===== src/rtl/pipe_collector.sv =====
// Bit-plane column collector: captures WIDTH columns of WORDS bits, then streams
// the reassembled WORDS words out one per cycle over a valid/ready handshake.

module pipe_collector_lane #(
  parameter int WIDTH = 25
) (
  input  logic             clk,
  input  logic [WIDTH-1:0] wr_sel,
  input  logic             din,
  output logic [WIDTH-1:0] row
);
  // One word of the buffer; the selected bit takes din, others hold.
  always_ff @(posedge clk)
    row <= (row & ~wr_sel) | ({WIDTH{din}} & wr_sel);
endmodule

module pipe_collector #(
  parameter int WORDS = 64,
  parameter int WIDTH = 25
) (
  input  logic             clk,
  input  logic             rst_n,
  input  logic             in_valid,
  output logic             in_ready,
  input  logic [31:0]      num,
  input  logic [WORDS-1:0] pipe,
  output logic             out_valid,
  input  logic             out_ready,
  output logic [WIDTH-1:0] out_word,
  output logic [5:0]       out_index,
  output logic             done,
  output logic             err
);
  typedef enum logic {COLLECT, DRAIN} state_t;

  state_t                        state;
  logic [WIDTH-1:0]              got;
  logic [WIDTH-1:0]              col_sel;
  logic [WIDTH-1:0]              wr_sel;
  logic [WIDTH-1:0]              got_nxt;
  logic [5:0]                    idx;
  logic [WORDS-1:0][WIDTH-1:0]   buffer;

  // Column num lands on word bit WIDTH-1-num; out-of-range num yields no select.
  always_comb begin
    col_sel = '0;
    for (int c = 0; c < WIDTH; c++)
      col_sel[c] = (num == 32'(WIDTH - 1 - c));
  end

  assign in_ready  = (state == COLLECT);
  assign out_valid = (state == DRAIN);
  assign wr_sel    = (in_valid && in_ready) ? col_sel : '0;
  assign got_nxt   = got | col_sel;
  assign out_word  = out_valid ? buffer[idx] : '0;
  assign out_index = idx;

  for (genvar n = 0; n < WORDS; n++) begin : g_lane
    pipe_collector_lane #(.WIDTH(WIDTH)) u_lane (
      .clk    (clk),
      .wr_sel (wr_sel),
      .din    (pipe[n]),
      .row    (buffer[n])
    );
  end

  always_ff @(posedge clk or negedge rst_n) begin
    if (!rst_n) begin
      state <= COLLECT;
      got   <= '0;
      idx   <= '0;
      done  <= 1'b0;
      err   <= 1'b0;
    end else begin
      done <= 1'b0;
      case (state)
        COLLECT: begin
          if (in_valid) begin
            if (|col_sel) begin
              got <= got_nxt;
              if (&got_nxt) begin
                state <= DRAIN;
                idx   <= '0;
              end
            end else begin
              err <= 1'b1;
            end
          end
        end
        DRAIN: begin
          if (out_ready) begin
            if (idx == 6'(WORDS - 1)) begin
              idx   <= '0;
              got   <= '0;
              done  <= 1'b1;
              state <= COLLECT;
            end else begin
              idx <= idx + 6'd1;
            end
          end
        end
        default: state <= COLLECT;
      endcase
    end
  end
endmodule


===== config.mk =====
export PLATFORM = sky130hd
export DESIGN_NAME = pipe_collector
export DESIGN_NICKNAME = d
export VERILOG_FILES = /design/src/rtl/pipe_collector.sv
export SDC_FILE = /design/constraint.sdc
export NUM_CORES = 2
export LEC_CHECK = 0
export ABC_AREA = 1
export BUFFER_PORTS_ARGS = -buffer_cell sky130_fd_sc_hd__buf_2
export CORE_ASPECT_RATIO = 1.1
export CORE_MARGIN = 2
export CORE_UTILIZATION = 58
export DETAILED_ROUTE_END_ITERATION = 10
export PLACE_DENSITY = 0.75
export SKIP_CTS_REPAIR_TIMING = 1
export SLEW_MARGIN = 20
export SYNTH_ARGS = -nofsm -noshare
export SYNTH_HDL_FRONTEND = slang
export SYNTH_HIERARCHICAL = 1
export SYNTH_SLANG_ARGS = --single-unit

===== constraint.sdc =====
create_clock -name clk -period 6.9 [get_ports clk]
set_clock_uncertainty 0.15 [all_clocks]
set_input_delay 0.69 -clock clk [delete_from_list [all_inputs] [get_ports clk]]
set_output_delay 0.69 -clock clk [all_outputs]
set_load 0.1 [all_outputs]

==> results.json <==
{
  "cts.path.max_buffers": 3,
  "cts_made_buffers": 157,
  "place_area_um2": 66670,
  "yosys_warnings": 6,
  "cts_tree": "built",
  "synth_simple_gate_area_frac": 0.09183,
  "synth_compound_area_frac": 0.1250,
  "hold_viol": 0,
  "placed_cells": 6187,
  "worstPathArrival_ns": 4.82,
  "drv_slew": 0,
  "cts_root_buffer": "clkbuf_16",
  "syn_inst": 4843,
  "max_freq_mhz": 176.6,
  "nFillCells": 7687,
  "ys_types": 31,
  "synth_xor_area_frac": 0.0004068,
  "synthAdderAreaFrac": 0.0001937,
  "antenna_found_initial": 2,
  "synth_nets": 4944,
  "place.port_buffers": 134,
  "dp_slack_ns": 2.126,
  "max_cap_violations": 0,
  "p_sw_frac": 0.3647,
  "synthArstFlopShare": 0.02081,
  "clk_latency_ns": 0.76,
  "maxSlewHeadroom": 0.1940,
  "grt_max_degree": 215,
  "p_per_area_nw_per_um2": 381.7,
  "fin_util": 0.6469,
  "crit_path_max_fanout": 176,
  "drc_errors": 0,
  "gp_congestion": 0.8525,
  "syn_area_um2": 64590,
  "tns_ns": 0,
  "required_ns": 6.06,
  "combPwrFrac": 0.294,
  "rsz0062_at_grt": "false",
  "synth_mux_area_frac": 0,
  "cts_sinks": 1634,
  "viasPerCell": 6.649,
  "period_needed_ns": 5.663,
  "final_layout_size_suffix_gt1_frac": 0.09566,
  "internal_power_mw": 17.36,
  "initial_utilization": 0.5837,
  "ant_nets": 0,
  "fp.dieArea_um2": 114100,
  "peakVddDrop_uv": 1382,
  "synth_edf_count": 1600,
  "hold_class": "in -> reg",
  "layout.nets": 4953,
  "fin_ws_ns": 1.237,
  "drt-pass1-iter-count": 8,
  "ys_seq_area_frac": 0.7570,
  "die_h_um": 354.0,
  "wirelength_mm": 183.0,
  "htree_levels": 4,
  "wl_per_cell_um": 28.28,
  "setup_viol": 0,
  "end_kind": "primary output",
  "ys_ff_latch": 1634,
  "vias": 43030,
  "ios": 135,
  "hpwlAfterDp_mm": 97.53,
  "tightestPinTransition_ns": 1.206,
  "die_x_um": 322.2,
  "fin_area_um2": 71590,
  "areaGrowthSynthToFinish_pct": 10.84,
  "cts.reportedPaths.clkPinSlew_ns": 0.06,
  "leakagePower_nw": 22.81,
  "finalCritPeriodShare": 0.8207,
  "crit_type": "reg -> out",
  "critPathLaunchType": "flop",
  "global_route.usage.total": 0.3198,
  "switching_power_mw": 9.966,
  "p_seq_frac": 0.402,
  "whs_ns": 0.06046,
  "synth_top_family_by_area": "compound AO/OA/AOI/OAI gates",
  "layout.cells.non_filler": 6472,
  "power_frac_clock": 0.304,
  "grt_pass1_wl_mm": 266.4,
  "core_area_um2": 110700,
  "synth_top_flop_cell": "edfxtp_1",
  "overflow": 0,
  "drtIter0Drc": 6775,
  "rows": 128,
  "status": "finished clean",
  "power.total_mw": 27.33,
  "syn_area_per_cell_um2": 13.34,
  "grt_pass1_vias": 40880
}
==> critical path: stages, from the launching register on <==
cell and delay [ns]:
dfrtp_4 0.63, inv_8 0.56, buf_12 0.57, o21ai_0 0.16
o22ai_1 0.13, o21ai_0 0.11, o211ai_1 0.57, nand3_1 0.13
a21oi_1 0.47, buf_2 0.53
==> layout make-up <==
cell class              instances  area (um^2)  area share
inverters                      44        187.7    0.002621
well taps                    1495         1871     0.02613
repair buffers                218         1491     0.02083
diodes                          1        2.502  0.00003495
flip-flops and latches       1634        48910      0.6832
clock inverters                84        759.5     0.01061
clock buffers                 199         4150     0.05797
multi-input cells            2797        14220      0.1986
==> layout by cell type, fill, tap and decap left out, types with 6 or more instances in the layout <==
cell | netlist | routed
clkbuf_1 | 278 | 39
o21ai_0 | 838 | 837
nand4_1 | 6 | 6
nor2_4 | 0 | 19
inv_2 | 7 | 7
edfxtp_1 | 1600 | 1600
buf_12 | 0 | 15
nand2_1 | 182 | 181
o211ai_1 | 15 | 15
o221ai_1 | 300 | 300
bufinv_16 | 0 | 13
o21a_1 | 36 | 36
clkinv_1 | 2 | 40
nor2_1 | 939 | 920
inv_1 | 35 | 31
buf_4 | 1 | 68
o22ai_1 | 100 | 100
inv_6 | 0 | 6
nand3_1 | 312 | 312
a21oi_1 | 31 | 31
dfrtp_1 | 34 | 29
clkbuf_16 | 0 | 160
clkinv_2 | 0 | 23
o21ai_1 | 14 | 15
nor3_2 | 0 | 6
buf_2 | 52 | 134
==> power by group through the flow <==
stage                     Sequential (mW)  Clock (mW)  Combinational, mW
after floorplan                      11.2           0               4.92
after global placement               11.2           0               7.73
after detailed placement             11.2           0               7.84
after CTS                            11.0        8.35               7.89
after global routing                 11.0        8.73               8.36
final                                11.0        8.31               8.02
==> synth_stat cells, types with 6 or more instances <==
library cell	n	area, um^2
edfxtp_1	1600	48050
nor2_1	939	3525
o21ai_0	838	4194
nand3_1	312	1562
o221ai_1	300	2628
clkbuf_1	278	1044
nand2_1	182	683.2
o22ai_1	100	625.6
buf_2	52	260.3
o21a_1	36	270.3
inv_1	35	131.4
dfrtp_1	34	850.8
buf_1	32	120.1
a21oi_1	31	155.2
o211ai_1	15	112.6
o21ai_1	14	70.07
inv_2	7	26.28
nor3_1	7	35.03
nand4_1	6	37.54
==> path summary, 6_finish.rpt <==
kind	cells past startpoint	slack [ns]	start	end
min reg2reg	2	0.32	got[7]$_DFFE_PN0P_	got[7]$_DFFE_PN0P_
max	9	1.24	out_index[0]$_DFFE_PN0P_	out_word[8]
min in group asynchronous	2	0.40	rst_n	out_index[1]$_DFFE_PN0P_
max reg2reg	4	3.51	out_valid$_DFF_PN0_	flop
max in group asynchronous	2	5.61	rst_n	out_index[3]$_DFFE_PN0P_
min	3	0.06	out_ready	out_index[1]$_DFFE_PN0P_
==> cells by family after synthesis <==
kind of cell,Yosys count
buf+inv,412
xor+xnor,3
flops,1634
compound gates,1336
fa+ha+maj,1
simple gates,1457
==> per-layer routing <==
metal  share of wire  track usage
met5         0.00012            0
met4           0.060       0.1798
met3            0.11      0.05663
met2            0.47       0.5019
met1            0.35       0.4269
Note: power is estimated with default switching activity, not from simulation.
